$ cat config.mk
export PLATFORM = sky130hd
export DESIGN_NAME = fp_addsub_normalize_round
export DESIGN_NICKNAME = d
export VERILOG_FILES = /design/src/rtl/fp_pkg.sv /design/src/rtl/fp_lzc.sv /design/src/rtl/fp_addsub_normalize_round.sv
export SDC_FILE = /design/constraint.sdc
export NUM_CORES = 1
export LEC_CHECK = 0
export CORE_MARGIN = 1
export CORE_UTILIZATION = 62
export DETAILED_ROUTE_END_ITERATION = 8
export PLACE_DENSITY = 0.95
export SYNTH_ARGS = -nofsm -noshare
export SYNTH_HDL_FRONTEND = slang
export SYNTH_SLANG_ARGS = --single-unit
$ cat constraint.sdc
create_clock -name Clk -period 5.3 [get_ports Clk]
set_input_delay 1.06 -clock Clk [delete_from_list [all_inputs] [get_ports Clk]]
set_output_delay 1.06 -clock Clk [all_outputs]
set_load 0.1 [all_outputs]
$ cat src/rtl/fp_pkg.sv
`timescale 1ns/1ps
`default_nettype none
// ============================================================================
//  Module   : fp_pkg
//  Purpose  : Size constants and shared types for the FP add/sub back end.
//  Revision : 1.0  initial release
// ============================================================================
package fp_pkg;

  localparam int DATA_SIZE     = 32;
  localparam int FRACTION_SIZE = 23;
  localparam int MANTISSA_SIZE = FRACTION_SIZE + 1;
  localparam int ROUNDING_SIZE = MANTISSA_SIZE + 3;
  localparam int EXPONENT_SIZE = 8;
  localparam int EXP_WIDTH     = EXPONENT_SIZE + 2;
  localparam int LZC_WIDTH     = 5;

  localparam int EXP_MAX  = 255;
  localparam int EXP_BIAS = 127;

  localparam logic [DATA_SIZE-1:0] POS_ZERO = '0;
  localparam logic [DATA_SIZE-2:0] INF_MAG  = {8'hFF, 23'h0};

  // Normalized operand held between the normalize and round stages.
  typedef struct packed {
    logic                        sign;
    logic [ROUNDING_SIZE-1:0]    norm;
    logic signed [EXP_WIDTH-1:0] exp;
    logic                        zero;
    logic                        uf;
  } norm_t;

endpackage
`default_nettype wire

$ cat src/rtl/fp_lzc.sv
`timescale 1ns/1ps
`default_nettype none
// ============================================================================
//  Module   : fp_lzc
//  Purpose  : Combinational leading-zero counter; all-zero input yields WIDTH.
//  Revision : 1.0  initial release
// ============================================================================
module fp_lzc #(
  parameter int WIDTH     = 27,
  parameter int CNT_WIDTH = 5
) (
  input  logic [WIDTH-1:0]     in_bits,
  output logic [CNT_WIDTH-1:0] count
);

  // Ascending scan: the highest set bit is the last one to write the count.
  always_comb begin
    count = CNT_WIDTH'(WIDTH);
    for (int i = 0; i < WIDTH; i++) begin
      if (in_bits[i]) begin
        count = CNT_WIDTH'(WIDTH - 1 - i);
      end
    end
  end

endmodule
`default_nettype wire

$ cat src/rtl/fp_addsub_normalize_round.sv
`timescale 1ns/1ps
`default_nettype none
// ============================================================================
//  Module   : fp_addsub_normalize_round
//  Purpose  : Normalize, round-to-nearest-even and pack an FP add/sub sum;
//             two register stages with a valid/ready handshake.
//  Revision : 1.0  initial release
// ============================================================================
module fp_addsub_normalize_round
  import fp_pkg::*;
(
  input  logic                       Clk,
  input  logic                       Rst_n,
  input  logic                       InValid,
  output logic                       InReady,
  input  logic [ROUNDING_SIZE:0]     Sum,
  input  logic [EXPONENT_SIZE-1:0]   ExponentBase,
  input  logic                       ResultSign,
  output logic                       OutValid,
  input  logic                       OutReady,
  output logic [DATA_SIZE-1:0]       Result,
  output logic                       Overflow,
  output logic                       Underflow,
  output logic                       Inexact
);

  logic en_a, en_b;
  logic valid_a_q, valid_a_d;
  norm_t stage_a_q, stage_a_d, norm_a;
  logic out_valid_q, out_valid_d;
  logic [DATA_SIZE-1:0] result_q, result_d, result_b;
  logic ovf_q, ovf_d, ovf_b;
  logic uf_q, uf_d, uf_b;
  logic inx_q, inx_d, inx_b;

  logic [LZC_WIDTH-1:0] lz;
  logic signed [EXP_WIDTH-1:0] exp_base;

  assign en_b    = !out_valid_q || OutReady;
  assign en_a    = !valid_a_q || en_b;
  assign InReady = en_a;

  fp_lzc #(
    .WIDTH     (ROUNDING_SIZE),
    .CNT_WIDTH (LZC_WIDTH)
  ) u_lzc (
    .in_bits (Sum[ROUNDING_SIZE-1:0]),
    .count   (lz)
  );

  assign exp_base = $signed({2'b00, ExponentBase});

  // Stage A: carry right-shift (lost bit folded into sticky) or LZC left-shift.
  always_comb begin
    norm_a      = '0;
    norm_a.sign = ResultSign;
    if (Sum[ROUNDING_SIZE]) begin
      norm_a.norm = {Sum[ROUNDING_SIZE:2], Sum[1] | Sum[0]};
      norm_a.exp  = exp_base + 10'sd1;
    end else begin
      norm_a.norm = Sum[ROUNDING_SIZE-1:0] << lz;
      norm_a.exp  = exp_base - $signed({5'b00000, lz});
    end
    norm_a.zero = (Sum == '0);
    norm_a.uf   = !norm_a.zero && (norm_a.exp <= 0);
  end

  logic [MANTISSA_SIZE-1:0]    mant;
  logic                        g_bit, r_bit, s_bit, round_up;
  logic [MANTISSA_SIZE:0]      rounded;
  logic [FRACTION_SIZE-1:0]    frac_r;
  logic signed [EXP_WIDTH-1:0] exp_r;

  // Stage B: round to nearest even, renormalize a rounding carry, pack.
  always_comb begin
    mant     = stage_a_q.norm[ROUNDING_SIZE-1:3];
    g_bit    = stage_a_q.norm[2];
    r_bit    = stage_a_q.norm[1];
    s_bit    = stage_a_q.norm[0];
    round_up = g_bit && (mant[0] || r_bit || s_bit);
    rounded  = {1'b0, mant} + {{MANTISSA_SIZE{1'b0}}, round_up};
    if (rounded[MANTISSA_SIZE]) begin
      frac_r = rounded[MANTISSA_SIZE-1:1];
      exp_r  = stage_a_q.exp + 10'sd1;
    end else begin
      frac_r = rounded[FRACTION_SIZE-1:0];
      exp_r  = stage_a_q.exp;
    end

    result_b = {stage_a_q.sign, exp_r[EXPONENT_SIZE-1:0], frac_r};
    ovf_b    = 1'b0;
    uf_b     = 1'b0;
    inx_b    = g_bit || r_bit || s_bit;
    if (stage_a_q.zero) begin
      result_b = POS_ZERO;
      inx_b    = 1'b0;
    end else if (stage_a_q.uf) begin
      result_b = POS_ZERO;
      uf_b     = 1'b1;
      inx_b    = 1'b1;
    end else if (exp_r >= EXP_MAX) begin
      result_b = {stage_a_q.sign, INF_MAG};
      ovf_b    = 1'b1;
      inx_b    = 1'b1;
    end
  end

  always_comb begin
    valid_a_d   = en_a ? InValid : valid_a_q;
    stage_a_d   = (en_a && InValid) ? norm_a : stage_a_q;
    out_valid_d = en_b ? valid_a_q : out_valid_q;
    result_d    = result_q;
    ovf_d       = ovf_q;
    uf_d        = uf_q;
    inx_d       = inx_q;
    if (en_b && valid_a_q) begin
      result_d = result_b;
      ovf_d    = ovf_b;
      uf_d     = uf_b;
      inx_d    = inx_b;
    end
  end

  always_ff @(posedge Clk or negedge Rst_n) begin
    if (!Rst_n) begin
      valid_a_q   <= 1'b0;
      stage_a_q   <= '0;
      out_valid_q <= 1'b0;
      result_q    <= '0;
      ovf_q       <= 1'b0;
      uf_q        <= 1'b0;
      inx_q       <= 1'b0;
    end else begin
      valid_a_q   <= valid_a_d;
      stage_a_q   <= stage_a_d;
      out_valid_q <= out_valid_d;
      result_q    <= result_d;
      ovf_q       <= ovf_d;
      uf_q        <= uf_d;
      inx_q       <= inx_d;
    end
  end

  assign OutValid  = out_valid_q;
  assign Result    = result_q;
  assign Overflow  = ovf_q;
  assign Underflow = uf_q;
  assign Inexact   = inx_q;

endmodule
`default_nettype wire

# [Word level (Yosys, flattened, before mapping)]
# Index checks and enable logic that the tools add are counted.
[classes] add_sub_neg=4 order_cmp=2 n_shift=1 muxes=41 bitwise=1 reduce_logical=14
[ops] cell="two-way mux 5 bit" count=16
[ops] cell="two-way mux 32 bit" count=2
[ops] cell="two-way mux 37 bit" count=1
[ops] cell="two-way mux 4 bit" count=8
[ops] cell="two-way mux 31 bit" count=1
[ops] cell="zero test 28 bit" count=1
[ops] cell="<< shifter 27 x 5 -> 27 bit" count=1
[ops] cell="adder 24 x 1 -> 25 bit" count=1
[ops] cell="two-way mux 23 bit" count=1
[ops] cell="adder 10 x 2 -> 10 bit, second input constant" count=1
[ops] cell=">= comparator 10 x 9 -> 1 bit, second input constant" count=1
[ops] cell="<= comparator 10 x 1 -> 1 bit, second input constant" count=1
[ops] cell="two-way mux 10 bit" count=1
[ops] cell="adder 8 x 1 -> 9 bit, second input constant" count=1
[ops] cell="two-way mux 1 bit" count=9
[ops] cell="subtractor 8 x 5 -> 9 bit" count=1
[ops] cell="logical OR 1 bit" count=6
[ops] cell="logical AND 1 bit" count=4
[ops] cell="two-way mux 2 bit" count=2
[ops] cell="zero test 1 bit" count=3
[ops] cell="bitwise OR 1 bit" count=1
[word_totals] regBits=77 inputBits=41 out_inout_bits=37

# [Depth between registers and ports, before layout]
# Gate-level depths: netlist of the first run.
[depth] word_depth=31 depth_mapped=19 ltp_nobuf=17

# [Modules after synthesis]
# From an unflattened synthesis of the first run, not the netlist that was laid out.
[unflattened] hier_cells=683 hier_area_um2=5846.9
[by_module_without_submodules] mod="fp_addsub_normalize_round" instances=1 cells_each=632 area_each_um2=5569.1 seq_area_each_um2=1926.8
[by_module_without_submodules] mod="fp_lzc" instances=1 cells_each=51 area_each_um2=277.8 seq_area_each_um2=0.0

# [Least setup slack after synthesis of the first run]
# OpenSTA, ideal clock, no wires.
[synth_path] kind="input port to flip-flop" from="input port Sum[22]" to="register stage_a_q[0] in the netlist's numbering" setup_ns=0.127 arrival_ns=4.547 t_required_ns=5.173 path_slack_ns=0.626 path_stages=19 path_buffers=2 path_cell_list="buf_2 > nor3b_1 > nor3_1 > o211ai_1 > o21ba_2 > nor2_2 > clkinv_1 > buf_2 > ha_1 > inv_1 > fa_1 > a21oi_1 > o21ai_0 > or4_1 > or3_1 > o31a_1 > nand4_1 > o31a_1 > o21ai_0"
[synth_via] elab_chain_cells=9 word_cells_on_any_way=11
[synth_rtl] item="start: declaration" line="fp_addsub_normalize_round.sv:16" text="input logic [ROUNDING_SIZE:0] Sum,"
[synth_rtl] item="two-way mux 5 bit (5 in a row)" line="fp_lzc.sv:20" text="if (in_bits[i]) begin"
[synth_rtl] item="subtractor 8 x 5 -> 9 bit" line="fp_addsub_normalize_round.sv:62" text="norm_a.exp = exp_base - $signed({5'b00000, lz});"
[synth_rtl] item="two-way mux 37 bit" line="fp_addsub_normalize_round.sv:57" text="if (Sum[ROUNDING_SIZE]) begin"
[synth_rtl] item="<= comparator 10 x 1 -> 1 bit" line="fp_addsub_normalize_round.sv:65" text="norm_a.uf = !norm_a.zero && (norm_a.exp <= 0);"
[synth_rtl] item="logical AND 1 bit *" line="fp_addsub_normalize_round.sv:65"
[synth_rtl] item="end signal: assignment" line="fp_addsub_normalize_round.sv:135" text="stage_a_q <= stage_a_d;"
[synth_rtl] item="end: declaration" line="fp_addsub_normalize_round.sv:29" text="norm_t stage_a_q, stage_a_d, norm_a;"
# Mark *: on every way between the ends. The rest lies on a longest branch, timed or not.
# A chain may end at the register's enable or synchronous reset.

# [Worst setup path in the final report of the first run]
[layout_path] from="input port Sum[25]" to="register stage_a_q[0] in the netlist's numbering"
[layout_via] elab_chain_cells=6 word_cells_on_any_way=8
[layout_rtl] item="two-way mux 5 bit (2 in a row)" line="fp_lzc.sv:20"
[layout_rtl] item="subtractor 8 x 5 -> 9 bit" line="fp_addsub_normalize_round.sv:62"
[layout_rtl] item="two-way mux 37 bit" line="fp_addsub_normalize_round.sv:57"
[layout_rtl] item="<= comparator 10 x 1 -> 1 bit" line="fp_addsub_normalize_round.sv:65"
[layout_rtl] item="logical AND 1 bit *" line="fp_addsub_normalize_round.sv:65"
# Marks and branches as above.

==> results.cfg, run 1 <==
[detailed_routing]
routed_wl_um = 21500
wl_per_cell_um = 22.4
avgViaCountPerCell = 6.91
vias = 6622
route.detailed.drc = 0
first_pass_iters = 5
drt_iter0_drc = 666
postRouteAntennaNets = 0

[cts]
cts_made_buffers = 9
clk_pin_slew_ns = 0.08
ctsRootBufferMaster = clkbuf_8
cts.sink_count = 77
h-tree-depth = 3
clk_latency_ns = 0.36
hold_buffers = 0
post_cts_buffers = 0
clock_path_buffers = 2
tritoncts = built
cts_resized = 0

[sta]
period_share_pct = 89.5
min_period_ns = 4.74
rsz0062_at_grt = no
finalHoldViolCount = 0
slew_headroom_pct = 24.5
finalSetupTns_ns = 0
drv_slew = 0
fmax_mhz = 211
timing.final.ws_setup_ns = 0.556
fin_skew_ns = 0.0125
holdWs_ns = 0.498
max_slew.worst_pin.slew_ns = 1.12
finalSetupViolations = 0

[floorplanning]
initial_core_util_pct = 64.0
design.die.area_mm2 = 0.0105
fp.dieW_um = 103
die_h_um = 103
rows = 36
coreArea_mm2 = 0.00982
ios = 78

[yosys]
synth_most_common_cell = nand2_1
syn_area_per_cell_um2 = 8.32
synth-edff-count = 0
synth-seq-area-share_pct = 30.6
yosysTopAreaCell = dfrtp_1
ys_async_sr_fraction_pct = 100
syn_nets = 808
yosys.area.top_type_share_pct = 30.6
ys_ff_latch = 77
ys.flop_type = dfrtp_1
synth_cell_types = 89
yosysWarnings = 0
synthTopCellsByArea = dfrtp_1 (31%), mux2i_1 (6.4%), nand2_1 (5.7%)
postSynthCellCount = 756
netlist_area_mm2 = 0.00629
synth_common_cells = nand2_1 (95), dfrtp_1 (77), nor2_1 (56)

[global_route]
grt_pass1_wl_um = 33000
grt_max_degree = 46
grt_pass1_vias = 6239
track_usage_pct = 41.8
grt-ovfl-total = 0
use_met2_pct = 65.8
antenna_found_initial = 0
busiest_layer = met2
use_met3_pct = 7.59
grt_use_met1_pct = 53.4

[critical_path]
worstSetupStartpointType = primary input
crit_path_end_kind = flip-flop
required_ns = 5.57
crit_fanout = 8
worstSetupPathType = primary input to flip-flop
cp.arrival_ns = 5.02

[outcome]
status = finished clean

[pwr]
pwr-share-clk_pct = 17.3
worst_ir_drop_vdd_mv = 0.353
power.total_uw = 2400
p_int_uw = 1250
swShare_pct = 48.0
cellPowerDensity_mw_per_mm2 = 326
leakagePower_uw = 0.00294
switching_power_uw = 1150
comb_power_share_pct = 49.0
seq_power_share_pct = 33.8

[final_layout]
area_growth_pct = 16.9
num_antenna_cells = 0
num-nets-final = 873
drive_gt1_share_pct = 9.58

[placed_design]
post-place-ws_ns = 0.295
dp_hpwl_um = 15800
io_buffers = 77
place_congestion = 1.04

[job]
cap_violations = 0

[min_path]
min_path_type = flip-flop to flip-flop
[placed cells by master, fill, tap and decap left out, types with 11 or more instances in the layout]
cell	count
nand2_1	95
dfrtp_1	77
clkdlybuf4s50_1	76
nor2_1	56
o21ai_0	54
mux2i_1	40
a21oi_1	35
buf_4	28
nand3_1	27
xnor2_1	21
inv_1	16
nor3_1	16
nand4_1	16
and3_1	15
xor2_1	15
nor4_1	13
a22o_1	12
a221oi_1	11
[power by group through the flow]
stage	logic [µW]	clock network, µW	registers (µW)
final	1170	414	809
after global routing	1220	439	820
after CTS	1160	413	804
after detailed placement	1140	0	812
after global placement	1130	0	801
after floorplan	379	0	1250
[area by class of cell]
class,instances,area [µm²]
multi-input combinational,609,4040
fill,727,2470
tap,133,166
sequential,77,1930
timing repair buffer,105,976
clock inverter,2,35.0
clock buffer,13,139
inverter,19,71.3
[sequential cells by signal, summed over array words and instances, names as in the netlist]
signal / count
Inexact: 1
OutValid: 1
Overflow: 1
Result: 32
Underflow: 1
g_bit: 1
mant: 24
r_bit: 1
s_bit: 1
stage_a_q: 13
valid_a_q: 1
[through the flow]
step	std cells	util (%)	area (µm²)
global placement	943	73.1	7180
finish	958	74.9	7350
global route	958	74.9	7350
detailed placement	943	73.1	7180
CTS	958	74.9	7350
floorplan	756	-	6290
[kinds of logic (layout without fill, tap and decap cells)]
kind of cell	Yosys count	count (layout)	synth area share [%]
flops	77	77	30.6
compound gates	224	224	25.2
buf+inv	70	139	5.15
xor+xnor	36	36	5.02
simple gates	284	284	22.2
fa+ha+maj	11	11	2.31
mux	54	54	9.47
[worst paths after layout]
kind	cells after the start	endpoint	slack (ns)	from
worst min-delay path	1	Inexact$_DFFE_PN0P_	0.50	Inexact$_DFFE_PN0P_
worst max-delay path	19	stage_a_q[0]$_DFFE_PN0P_	0.56	Sum[25]
max in group asynchronous	2	mant[0]$_DFFE_PN0P_	3.53	Rst_n
min in group asynchronous	1	OutValid$_DFFE_PN0P_	0.75	Rst_n
worst max register to register	11	Result[9]$_DFFE_PN0P_	0.95	r_bit$_DFFE_PN0P_
worst min register to register	1	Inexact$_DFFE_PN0P_	0.50	Inexact$_DFFE_PN0P_
[metal layers]
layer | share of wire (%) | vias up
met5 | 0 | -
met3 | 9.4 | 95
met1 | 40 | 3122
met2 | 46 | 444
met4 | 4.8 | 0
li1 | - | 2961
[critical path: stages]
cell and delay, ns:
clkdlybuf4s50_1 0.63, nor3b_1 0.09, nor3_1 0.23, buf_4 0.18, o211ai_1 0.09, o21ba_2 0.32, nor2_2 0.06, clkinv_1 0.07
ha_1 0.15, inv_1 0.05, fa_1 0.40, a21oi_1 0.22, o21ai_0 0.15, or4_1 0.42, o21ai_0 0.12, xnor2_1 0.17
nand4_1 0.11, o31a_1 0.30, o21ai_0 0.20
(Power assumes the default switching activity.)
==> inputs of run 2 (changes only) <==
Settings changed: ABC_AREA set to 1, CORE_ASPECT_RATIO set to 1.4, CORE_UTILIZATION 62 to 45, PLACE_DENSITY 0.95 to 0.74.
==> run 2 against run 1 <==
Clock-buffer cell count unchanged. Clock skew decreased by 0.0070 ns. Highest routed layer unchanged. Sequential share of layout area increased by 0.40 points. Via count decreased by 3.4%. Largest cell class unchanged.
==> results.cfg, run 2 <==
[min_path]
min_path_type = flip-flop to flip-flop

[cts]
ctsRootBufferMaster = clkbuf_16
hold_buffers = 0
clk_latency_ns = 0.33
cts_made_buffers = 9
clk_pin_slew_ns = 0.06
post_cts_buffers = 0
tritoncts = built
h-tree-depth = 3
clock_path_buffers = 2
cts.sink_count = 77

[sta]
min_period_ns = 4.68
fin_skew_ns = 0.00543
max_slew.worst_pin.slew_ns = 0.971
slew_headroom_pct = 35.1
fmax_mhz = 214
period_share_pct = 88.3
timing.final.ws_setup_ns = 0.620
drv_slew = 0
finalSetupTns_ns = 0
finalSetupViolations = 0
rsz0062_at_grt = no
finalHoldViolCount = 0
holdWs_ns = 0.477

[final_layout]
num_antenna_cells = 0
postLayoutCellArea_mm2 = 0.00724
largest_reg_flops = 32
drive_gt1_share_pct = 6.24
layout_commonest_cell = nand2_1
layout_common_cells = nand2_1 (267), nand3_1 (149), inv_1 (86), nor2_1 (81), dfrtp_1 (77)
num-nets-final = 1040
area_growth_pct = 21.1
fill_cells = 1248
stdcell_count = 1146

[detailed_routing]
wl_per_cell_um = 15.1
postRouteAntennaNets = 0
avgViaCountPerCell = 5.58
routed_wl_um = 17400
route.detailed.drc = 0
drt_iter0_drc = 464
first_pass_iters = 5
vias = 6399

[global_route]
grt-ovfl-total = 0
grt_pass1_wl_um = 28400
antenna_found_initial = 0
grt_max_degree = 78
grt_pass1_vias = 5861
track_usage_pct = 25.8

[job]
cap_violations = 0

[yosys]
ys.flop_type = dfrtp_1
ys_async_sr_fraction_pct = 100
synth_common_cells = nand2_1 (267), nand3_1 (149), inv_1 (86)
synth-edff-count = 0
yosysWarnings = 0
netlist_area_mm2 = 0.00598
syn_area_per_cell_um2 = 6.47
synth_most_common_cell = nand2_1
postSynthCellCount = 924
synth-seq-area-share_pct = 32.2
syn_nets = 976
synth_cell_types = 50
synthTopCellsByArea = dfrtp_1 (32%), nand2_1 (17%), nand3_1 (12%)
yosys.area.top_type_share_pct = 32.2
ys_ff_latch = 77
yosysTopAreaCell = dfrtp_1

[floorplanning]
die_h_um = 138
rows = 49
ios = 78
initial_core_util_pct = 46.5
coreArea_mm2 = 0.0129
fp.dieW_um = 99.4
design.die.area_mm2 = 0.0138

[critical_path]
cp_common_cell = nand2_1
slowest_stage = clkdlybuf4s50_1
cp.arrival_ns = 4.93
crit_fanout = 4
crit_path_end_kind = flip-flop
worstSetupStartpointType = primary input
max_stage_delay_ns = 0.47
required_ns = 5.55
worstSetupPathType = primary input to flip-flop

[outcome]
status = finished clean

[pwr]
worst_ir_drop_vdd_mv = 0.272
leakagePower_uw = 0.00353
cellPowerDensity_mw_per_mm2 = 402

[placed_design]
io_buffers = 77
placed_area_mm2 = 0.00689
place_congestion = 0.964
place_inst = 1130
post-place-ws_ns = 0.262
dp_hpwl_um = 13300
## run 2: changes by cell type after synthesis, moves of 17 or more
cell,change
nand2_1,+172
nor2_1,+25
xnor2_1,-17
nand3_1,+122
inv_1,+70
mux2i_1,-39
## run 2: critical path, delay by kind of cell
kind	cells	cell delay [ns]
xor+xnor	1	0.16
buf+inv	5	0.76
compound gates	3	0.42
fa+ha+maj	2	0.40
simple gates	32	2.11
## run 2: cell type report
type | count | area [µm²] | area share, %
inverters | 93 | 349 | 4.82
well taps | 153 | 191 | 2.64
multi-input cells | 715 | 3550 | 49.0
repair buffers | 92 | 881 | 12.2
flip-flops and latches | 77 | 1930 | 26.6
clock buffers | 13 | 280 | 3.87
clock inverters | 3 | 65.1 | 0.899
## run 2: metal layers
layer | share of wire, % | global-route usage, % | vias to the layer above
met2 | 51 | 45.0 | 214
met5 | 0 | 0 | -
met3 | 4.5 | 2.73 | 33
met1 | 42 | 32.4 | 2957
met4 | 2.8 | 9.67 | 0
li1 | - | - | 3195
## run 2: power by group
group          internal (µW)  switching (µW)  total, µW
sequential               725             100        825
combinational            352            1040       1400
clock                    462             224        686
## run 2: repair_timing
item                                    in CTS  in global routing
gates resized for setup                      0                  1
hold endpoints to repair                     0                  0
endpoints found under the setup margin       0                  1
## run 2: metrics by stage
stage | total power (µW) | util (%)
after floorplan | 1860 | -
after detailed placement | 2220 | 53.5
after global placement | 2210 | 53.5
final | 2910 | 56.2
after global routing | 3050 | 56.2
after CTS | 2910 | 56.2
## run 2: final timing paths
path	start	endpoint	slack, ns	cells after the start
setup reg to reg	r_bit$_DFFE_PN0P_	Result[5]$_DFFE_PN0P_	1.52	22
max in group asynchronous	Rst_n	mant[6]$_DFFE_PN0P_	3.80	1
setup / recovery	Sum[1]	stage_a_q[0]$_DFFE_PN0P_	0.62	43
hold / removal	Result[14]$_DFFE_PN0P_	Result[14]$_DFFE_PN0P_	0.48	2
min in group asynchronous	Rst_n	stage_a_q[9]$_DFFE_PN0P_	0.84	1
hold reg to reg	Result[14]$_DFFE_PN0P_	Result[14]$_DFFE_PN0P_	0.48	2
## run 2: cells by family (layout without fill, tap and decap cells)
family,Yosys count,in the layout,share of synthesized area [%]
multiplexers,1,1,0.167
AND/OR/NAND/NOR,550,550,40.8
adder cells (fa/ha/maj),11,11,2.43
flip-flops,77,77,32.2
buffers and inverters,132,201,8.56
XOR/XNOR,22,22,3.22
AO/OA/AOI/OAI,131,131,12.7
==> inputs of run 3 (changes only) <==
Clock period 5.3 ns to 4.4 ns, I/O delays scaled along.
==> run 3 against run 2 <==
Register-to-register slack lost 0.90 ns. Combinational power is 23% higher. Die area did not move. Clock power fell by 4.8%. Sequential share of layout area shrank 1.1 points. Critical endpoint unchanged. Largest cell class unchanged. Highest routed layer unchanged.
==> results.cfg, run 3 (same netlist as run 2, synthesis figures left out) <==
[outcome]
status = finished clean

[pwr]
cellPowerDensity_mw_per_mm2 = 446
pwr-share-clk_pct = 19.4
comb_power_share_pct = 51.0
power.total_uw = 3370
p_int_uw = 1720
swShare_pct = 49.0
switching_power_uw = 1650
worst_ir_drop_vdd_mv = 0.298
leakagePower_uw = 0.00379
seq_power_share_pct = 29.6

[floorplanning]
coreArea_mm2 = 0.0129
initial_core_util_pct = 46.5
fp.dieW_um = 99.4
rows = 49
ios = 78
design.die.area_mm2 = 0.0138
die_h_um = 138

[critical_path]
cp.arrival_ns = 4.35
crit_path_end_kind = flip-flop
regToRegEndpoint = Result[5]$_DFFE_PN0P_
required_ns = 4.66
worstSetupPathType = primary input to flip-flop
worstSetupStartpointType = primary input
crit_fanout = 4
max_stage_delay_ns = 0.30
reg2reg_slack_ns = 0.62
cp_common_cell = nand2_1
slowest_stage = nor4_1
reg2reg_from = r_bit$_DFFE_PN0P_
ff2ff_path_depth = 22

[detailed_routing]
first_pass_iters = 5
vias = 6520
wl_per_cell_um = 14.9
drt_iter0_drc = 454
route.detailed.drc = 0
routed_wl_um = 17700
avgViaCountPerCell = 5.49
postRouteAntennaNets = 0

[min_path]
hp-start = Result[5]$_DFFE_PN0P_
holdPathStages = 1
min_path_type = flip-flop to flip-flop
hold_end = Result[5]$_DFFE_PN0P_

[global_route]
grt-ovfl-total = 0
grt_pass1_vias = 5959
grt_max_degree = 78
track_usage_pct = 26.3
use_met3_pct = 2.78
busiest_layer = met2
grt_use_met1_pct = 32.9
use_met2_pct = 45.9
antenna_found_initial = 0
grt_pass1_wl_um = 28900

[sta]
finalHoldViolCount = 0
holdWs_ns = 0.476
min_period_ns = 4.09
max_slew.worst_pin.slew_ns = 0.976
timing.final.ws_setup_ns = 0.313
fmax_mhz = 245
fin_skew_ns = 0.00482
finalSetupViolations = 0
period_share_pct = 92.9
slew_headroom_pct = 34.7
drv_slew = 0

[job]
cap_violations = 0

[cts]
hold_buffers = 0
clock_path_buffers = 2
cts.sink_count = 77
ctsRootBufferMaster = clkbuf_16
cts_made_buffers = 9
h-tree-depth = 3
clk_latency_ns = 0.34
tritoncts = built
clk_pin_slew_ns = 0.05

[final_layout]
area_growth_pct = 26.3
num_antenna_cells = 0
layout_common_cells = nand2_1 (263), nand3_1 (149), inv_1 (81), nor2_1 (80), dfrtp_1 (77)
fill_cells = 1245
layout_commonest_cell = nand2_1
drive_gt1_share_pct = 11.4
ff_latch_area_mm2 = 0.00193
largest_reg_flops = 32
multiInputGateArea_mm2 = 0.00361
num-nets-final = 1083

[placed_design]
post-place-ws_ns = -0.419
place_congestion = 0.993
dp_hpwl_um = 13500
io_buffers = 77
## run 3: cell count changes in the layout (fill, tap and decap cells not counted), sizes merged
cell,previous run,this run
buf,16,60
bufinv,2,0
clkbuf,13,14
clkdlybuf4s50,76,65
clkinv,2,3
dlymetal6s2s,0,9
## run 3: cell type report
class                   instances  area share (%)
multi-input cells             715            47.7
inverters                      93            4.62
clock inverters                 2           0.132
flip-flops and latches         77            25.5
clock buffers                  13            3.31
well taps                     153            2.53
repair buffers                135            16.2
## run 3: worst max path at each step
stage            from                        to  slack (ns)  depth (start not counted)
3_3_place_gp   Sum[3]  stage_a_q[0]$_DFFE_PN0P_       -0.35                         28
5_1_grt        Sum[4]  stage_a_q[0]$_DFFE_PN0P_       -0.03                         41
6_report       Sum[1]  stage_a_q[0]$_DFFE_PN0P_        0.31                         43
2_1_floorplan  Sum[2]  stage_a_q[0]$_DFFE_PN0P_        0.22                         27
4_1_cts        Sum[3]  stage_a_q[0]$_DFFE_PN0P_        0.02                         42
3_5_place_dp   Sum[3]  stage_a_q[0]$_DFFE_PN0P_       -0.42                         42
## run 3: metrics by stage
stage / area [µm²] / utilization [%] / instances / TNS [ns]
final: 7560 / 58.7 / 1188 / 0
after global routing: 7560 / 58.7 / 1188 / -0.0309
after CTS: 7450 / 57.9 / 1184 / 0
after detailed placement: 7180 / 55.8 / 1169 / -0.963
after global placement: 7180 / 55.8 / 1169 / -0.796
after floorplan: 5980 / - / 924 / 0
## run 3: critical path, delay by kind of cell
kind / cells / cell delay (ns)
AO/OA/AOI/OAI: 3 / 0.45
adder cells (fa/ha/maj): 2 / 0.38
XOR/XNOR: 1 / 0.15
AND/OR/NAND/NOR: 32 / 2.16
buffers and inverters: 5 / 0.33
## run 3: repair_timing
| item | 4_1_cts | 5_1_grt |
|---|---|---|
| cloned | 0 | 0 |
| gates resized for setup | 3 | 33 |
| setup endpoints to repair | 1 | 6 |
| pin swaps | 1 | 11 |
| setup buffers | 0 | 5 |
## run 3: metal layers
metal  up-vias  routed length [µm]
li1       3280                   -
met1      2983                7400
met2       222                8940
met3        35                 876
met4         0                 476
met5         -                   0
## run 3: power groups by stage
stage | clock network (µW) | registers (µW) | logic, µW
finish | 653 | 996 | 1720
global route | 693 | 1020 | 1820
CTS | 658 | 996 | 1710
detailed placement | 0 | 1010 | 1700
global placement | 0 | 998 | 1690
floorplan | 0 | 1730 | 506
